**config.mk**
```make
export PLATFORM = sky130hd
export DESIGN_NAME = ib_lut_share_arb
export DESIGN_NICKNAME = d
export VERILOG_FILES = /design/src/rtl/ib_lut_share_arb.sv
export SDC_FILE = /design/constraint.sdc
export NUM_CORES = 1
export LEC_CHECK = 0
export CAP_MARGIN = 25
export CORE_UTILIZATION = 38
export DETAILED_ROUTE_END_ITERATION = 8
export PLACE_DENSITY = 0.8
export SYNTH_ARGS = -nofsm -noshare
export SYNTH_HDL_FRONTEND = slang
export SYNTH_SLANG_ARGS = --single-unit
```
**constraint.sdc**
```tcl
create_clock -name sys_clk -period 2.1 [get_ports sys_clk]
set_clock_uncertainty 0.1 [all_clocks]
set_input_delay 0.21 -clock sys_clk [delete_from_list [all_inputs] [get_ports sys_clk]]
set_output_delay 0.21 -clock sys_clk [all_outputs]
set_load 0.005 [all_outputs]
```
**src/rtl/ib_lut_share_arb.sv**
```systemverilog
// rtl/ib_lut_share_arb.sv - round-robin sharing of one IB-LUT read port between VNU lanes
//
// Purpose: grants at most one LUT lookup per cycle in rotating priority order,
// follows each lookup through the fixed LUT read latency, applies the sym2int
// sign correction to the returned map word and strobes it back to its lane.
//
// Ports:
//   sys_clk      clock
//   rst          synchronous active-high reset
//   req_i        per-lane lookup request, held until granted
//   req_addr_i   per-lane LUT address, lane k at [k*ADDR_WIDTH +: ADDR_WIDTH]
//   req_sign_i   per-lane raw sign
//   gnt_o        one-hot grant, combinational in the request cycle
//   lut_ren_o    shared LUT read enable
//   lut_raddr_o  shared LUT read address (0 when idle)
//   lut_rdata_i  LUT read data, valid LUT_LAT cycles after lut_ren_o
//   rsp_valid_o  one-hot registered response strobe
//   rsp_msg_o    sign-corrected message, qualified by rsp_valid_o
//   busy_o       high while any lookup is in flight
//   stall_cnt_o  per-lane saturating 16-bit stall counters
//                (only with IB_LUT_ARB_STALL_CNT_EN defined)

module ib_lut_share_arb #(
   parameter int NUM_REQ    = 4,
   parameter int MSG_WIDTH  = 4,
   parameter int ADDR_WIDTH = 8,
   parameter int LUT_LAT    = 2
) (
   input  logic                          sys_clk,
   input  logic                          rst,
   input  logic [NUM_REQ-1:0]            req_i,
   input  logic [NUM_REQ*ADDR_WIDTH-1:0] req_addr_i,
   input  logic [NUM_REQ-1:0]            req_sign_i,
   output logic [NUM_REQ-1:0]            gnt_o,
   output logic                          lut_ren_o,
   output logic [ADDR_WIDTH-1:0]         lut_raddr_o,
   input  logic [MSG_WIDTH-1:0]          lut_rdata_i,
   output logic [NUM_REQ-1:0]            rsp_valid_o,
   output logic [MSG_WIDTH-1:0]          rsp_msg_o,
   output logic                          busy_o
`ifdef IB_LUT_ARB_STALL_CNT_EN
   ,
   output logic [NUM_REQ*16-1:0]         stall_cnt_o
`endif
);

   localparam int LANE_W = (NUM_REQ > 1) ? $clog2(NUM_REQ) : 1;

   // rotating priority pointer
   logic [LANE_W-1:0] ptr_q, ptr_d;

   // tracking pipeline, one entry per LUT latency cycle
   logic [LUT_LAT-1:0]             stg_vld_q,  stg_vld_d;
   logic [LUT_LAT-1:0][LANE_W-1:0] stg_lane_q, stg_lane_d;
   logic [LUT_LAT-1:0]             stg_sign_q, stg_sign_d;

   // registered response
   logic [NUM_REQ-1:0]   rsp_valid_q, rsp_valid_d;
   logic [MSG_WIDTH-1:0] rsp_msg_q,   rsp_msg_d;

   // arbitration results
   logic [NUM_REQ-1:0]    gnt;
   logic                  gnt_any;
   logic [LANE_W-1:0]     gnt_idx;
   logic [ADDR_WIDTH-1:0] gnt_addr;
   logic                  gnt_sign;

   // Two passes instead of a modulo index: first the lanes at or above the
   // pointer, then wrap around to the lanes below it.
   always_comb begin
      gnt      = '0;
      gnt_any  = 1'b0;
      gnt_idx  = '0;
      gnt_addr = '0;
      gnt_sign = 1'b0;
      for (int i = 0; i < NUM_REQ; i++) begin
         if (!gnt_any && req_i[i] && (i >= int'(ptr_q))) begin
            gnt_any  = 1'b1;
            gnt[i]   = 1'b1;
            gnt_idx  = LANE_W'(i);
            gnt_addr = req_addr_i[i*ADDR_WIDTH +: ADDR_WIDTH];
            gnt_sign = req_sign_i[i];
         end
      end
      for (int i = 0; i < NUM_REQ; i++) begin
         if (!gnt_any && req_i[i]) begin
            gnt_any  = 1'b1;
            gnt[i]   = 1'b1;
            gnt_idx  = LANE_W'(i);
            gnt_addr = req_addr_i[i*ADDR_WIDTH +: ADDR_WIDTH];
            gnt_sign = req_sign_i[i];
         end
      end
      // nothing may be issued to the LUT while the tracker is being cleared
      if (rst) begin
         gnt      = '0;
         gnt_any  = 1'b0;
         gnt_idx  = '0;
         gnt_addr = '0;
         gnt_sign = 1'b0;
      end
   end

   assign gnt_o       = gnt;
   assign lut_ren_o   = gnt_any;
   assign lut_raddr_o = gnt_addr;

   always_comb begin
      ptr_d = ptr_q;
      if (gnt_any) begin
         ptr_d = (gnt_idx == LANE_W'(NUM_REQ - 1)) ? '0 : gnt_idx + 1'b1;
      end
   end

   // The pipeline shifts unconditionally so the last stage lines up exactly
   // with the cycle the LUT presents data for that entry.
   always_comb begin
      stg_vld_d     = stg_vld_q;
      stg_lane_d    = stg_lane_q;
      stg_sign_d    = stg_sign_q;
      stg_vld_d[0]  = gnt_any;
      stg_lane_d[0] = gnt_idx;
      stg_sign_d[0] = gnt_sign;
      for (int i = 1; i < LUT_LAT; i++) begin
         stg_vld_d[i]  = stg_vld_q[i-1];
         stg_lane_d[i] = stg_lane_q[i-1];
         stg_sign_d[i] = stg_sign_q[i-1];
      end
   end

   // sym2int: a stored sign of 0 inverts the map word MSB, 1 passes it through
   always_comb begin
      rsp_valid_d = '0;
      rsp_msg_d   = rsp_msg_q;
      if (stg_vld_q[LUT_LAT-1]) begin
         for (int k = 0; k < NUM_REQ; k++) begin
            rsp_valid_d[k] = (stg_lane_q[LUT_LAT-1] == LANE_W'(k));
         end
         rsp_msg_d = {stg_sign_q[LUT_LAT-1] ? lut_rdata_i[MSG_WIDTH-1]
                                            : ~lut_rdata_i[MSG_WIDTH-1],
                      lut_rdata_i[MSG_WIDTH-2:0]};
      end
   end

   always_ff @(posedge sys_clk) begin
      if (rst) begin
         ptr_q       <= '0;
         stg_vld_q   <= '0;
         stg_lane_q  <= '0;
         stg_sign_q  <= '0;
         rsp_valid_q <= '0;
         rsp_msg_q   <= '0;
      end else begin
         ptr_q       <= ptr_d;
         stg_vld_q   <= stg_vld_d;
         stg_lane_q  <= stg_lane_d;
         stg_sign_q  <= stg_sign_d;
         rsp_valid_q <= rsp_valid_d;
         rsp_msg_q   <= rsp_msg_d;
      end
   end

   assign rsp_valid_o = rsp_valid_q;
   assign rsp_msg_o   = rsp_msg_q;
   assign busy_o      = (|stg_vld_q) | (|rsp_valid_q);

`ifdef IB_LUT_ARB_STALL_CNT_EN
   logic [NUM_REQ-1:0][15:0] stall_cnt_q, stall_cnt_d;

   always_comb begin
      stall_cnt_d = stall_cnt_q;
      for (int k = 0; k < NUM_REQ; k++) begin
         if (req_i[k] && !gnt[k] && (stall_cnt_q[k] != 16'hFFFF)) begin
            stall_cnt_d[k] = stall_cnt_q[k] + 16'd1;
         end
      end
   end

   always_ff @(posedge sys_clk) begin
      if (rst) begin
         stall_cnt_q <= '0;
      end else begin
         stall_cnt_q <= stall_cnt_d;
      end
   end

   assign stall_cnt_o = stall_cnt_q;
`endif

endmodule

```
==> impl_metrics.csv <==
group,metric,value,unit
status,status,"completed",
worst_setup_path,cpLargestDelayFamily,"compound AO/OA/AOI/OAI gates",
logic_synthesis,async_flop_share,0,
timing,fmax,480,MHz
timing,rsz0062_at_grt,"yes",
clock_network,cts_sinks,18,
logic_synthesis,ys_types,40,
logic_synthesis,netlist_area,1210,sq um
flow_run,drv_cap,0,
worst_setup_path,worstPathArrival,1780,ps
route,avgViaCountPerCell,5.33,
die,row_count,20,
layout,nets,285,
global_routing,grt_max_degree,11,
pwr,powerDensity,441,nW/um^2
worst_setup_path,critPathMaxFanout,7,
layout,nFillCells,207,
worst_setup_path,cp_slowest_cell,"dfxtp_4",
place,hpwlAfterDp,2810,um
place,gp_congestion,0.868,
logic_synthesis,yosysMostFrequentCell,"dfxtp_1",
timing,fin_setup_tns,0,ps
worst_setup_path,worstPathCellList,"buf_8 -> buf_12 -> and4_2 -> a21o_1 -> a221oi_2 -> o2bb2ai_4 -> buf_2",
global_routing,grt_antenna_before_repair,0,
timing,finalCritPeriodShare,0.993,
timing,worst_pin_slew,307,ps
route,drtIter0Drc,36,
pwr,peakVddDrop,207,uV
worst_setup_path,path_buf_inv,3,
place,dp_cells,265,
clock_network,hold_buffers,0,
die,die_height,58.4,um
clock_network,worstSkewPairLatency,270,ps
route,drtPass1Iterations,4,
die,boundaryPins,68,
route,post_drt_wl_per_cell,14.1,um
worst_setup_path,crit_type,"reg -> out",
route,drcViolationCount,0,
layout,drive_gt1_frac,0.346,
logic_synthesis,synthTopCellsByCount,"dfxtp_1, o21ai_0, nor2_1, nand2_1",
logic_synthesis,synth_top_area_cell,"dfxtp_1",
logic_synthesis,avgSynthCellArea,8.82,sq um
pwr,p_leak,1.02,nW
global_routing,grt_use_total,0.220,
logic_synthesis,ys_seq_area_frac,0.298,
layout,finalNonFillerCells,281,
logic_synthesis,netlist_instances,137,
clock_network,clk_pin_slew_worst_paths,80,ps
die,core_area,3030,sq um
clock_network,cts_tree,"done",
logic_synthesis,syn_nets,183,
global_routing,grt_pass1_wl,5840,um
logic_synthesis,synth_ff_type,"dfxtp_1",
worst_setup_path,end_kind,"output pin",
layout,fin_util,0.762,
die,dieArea,3410,sq um
die,initial_core_util,0.399,
clock_network,cts_root_buf,"clkbuf_4",
logic_synthesis,synth_seq_cells,18,
timing,max-slew-margin-rel,0.795,
logic_synthesis,yosysWarnings,0,
route,routed_wl,3960,um
worst_setup_path,critPathMaxStageDelay,380,ps
logic_synthesis,synth_area_leaders,"dfxtp_1, a221oi_2, o2bb2ai_1",
worst_setup_path,cp_data_required_time,1790,ps
clock_network,cts.htree.levels,1,
timing,hold_viol_final,0,
timing,finalSetupViolCount,0,
min_path,min-delay-path-class,"reg -> reg",
min_path,whs_path_depth,1,
global_routing,grt_pass1_vias,1455,
layout,antenna_cells,0,
global_routing,gr-total-overflow,0,
layout,synthToLayoutAreaGrowth,90.9,%
worst_setup_path,cp_num_cells,7,
timing,holdWs,349,ps
clock_network,cts_made_buffers,3,
route,ant_nets,0,
timing,timing.final.crit_period,2090,ps
place,port_buffers,67,
worst_setup_path,startpoint_type,"flip-flop",
logic_synthesis,yosysTopAreaCellShare,0.298,
route,num_vias,1498,
timing,finalMaxSlewViolations,0,
clock_network,clk_path_buf_depth,2,
die,die_width,58.4,um
logic_synthesis,synth-edff-count,0,
worst_setup_path,r2r_cells,7,
cell families after synthesis:
| logic type | share of synthesized area |
|---|---|
| xor gates and xnor gates | 0.00725 |
| DFF | 0.298 |
| AOI/OAI and AO/OA | 0.341 |
| muxes | 0.0538 |
| buffers and inverters | 0.0683 |
| and+or+nand+nor | 0.232 |
through the flow:
| step | power (mW) | setup slack, ps | instance area, sq um |
|---|---|---|---|
| after floorplan | 0.573 | 490 | 1210 |
| after global placement | 0.788 | -402 | 2070 |
| after detailed placement | 0.797 | -465 | 2070 |
| after CTS | 1.00 | 0.441 | 2250 |
| after global routing | 1.08 | -69.0 | 2310 |
| final | 1.02 | 14.8 | 2310 |
cell type report:
class / count / area (sq um) / area share
clock buffer: 3 / 22.5 / 0.00976
inverter: 4 / 15.0 / 0.00651
multi-input combinational: 108 / 871 / 0.377
sequential: 18 / 368 / 0.159
tap: 44 / 55.1 / 0.0239
timing repair buffer: 104 / 976 / 0.423
registers in the layout, summed over array words and instances (netlist names):
signal,flops
ptr_q,2
rsp_msg_o,4
rsp_valid_o,4
stg_lane_d,2
stg_lane_q,2
stg_sign_q,2
stg_vld_q,2
layout by cell type, fill, tap and decap left out, types with 4 or more instances in the layout:
master           count
clkdlybuf4s50_1     51
nor2b_1              6
dfxtp_1             16
mux2i_1              5
dlygate4sd2_1        5
a21o_1               8
nor2_1              11
o2bb2ai_2            5
o21ai_0             10
nand2_1              7
buf_6                4
a221oi_2             8
nor3_1               4
buf_2                8
a21oi_1              6
buf_4               28
per-layer routing:
metal | part of all wire | track usage | wire length (um) | vias to the layer above
met4 | 0.0066 | 0.0850 | 26 | 0
li1 | - | - | - | 716
met3 | 0.073 | 0.0374 | 290 | 6
met2 | 0.54 | 0.458 | 2150 | 71
met1 | 0.38 | 0.208 | 1500 | 705
met5 | 0 | 0 | 0 | -
where the power goes:
group / internal, mW / switching, mW / total [mW] / leakage, nW
logic: 0.290 / 0.195 / 0.485 / 0.855
registers: 0.363 / 0.0191 / 0.383 / 0.149
clock network: 0.0663 / 0.0842 / 0.150 / 0.0138
total: 0.720 / 0.298 / 1.02 / 1.02
path summary, 6_finish.rpt:
check / from / to / slack (ps)
worst max-delay path: ptr_q[1]$_SDFFE_PP0P_ / lut_raddr_o[2] / 10
worst min-delay path: stg_lane_d[2]$_SDFF_PP0_ / stg_lane_q[2]$_SDFF_PP0_ / 350
worst max register to register: ptr_q[0]$_SDFFE_PP0P_ / stg_sign_q[0]$_SDFF_PP0_ / 460
worst min register to register: stg_lane_d[2]$_SDFF_PP0_ / stg_lane_q[2]$_SDFF_PP0_ / 350
what timing repair did:
item                       CTS  global route
setup endpoints to repair   12            11
gates resized for setup     56            18
gates cloned                 2             0
pin swaps                   11            15
buffers inserted            11             3
Note: power is estimated with default switching activity, not from simulation.
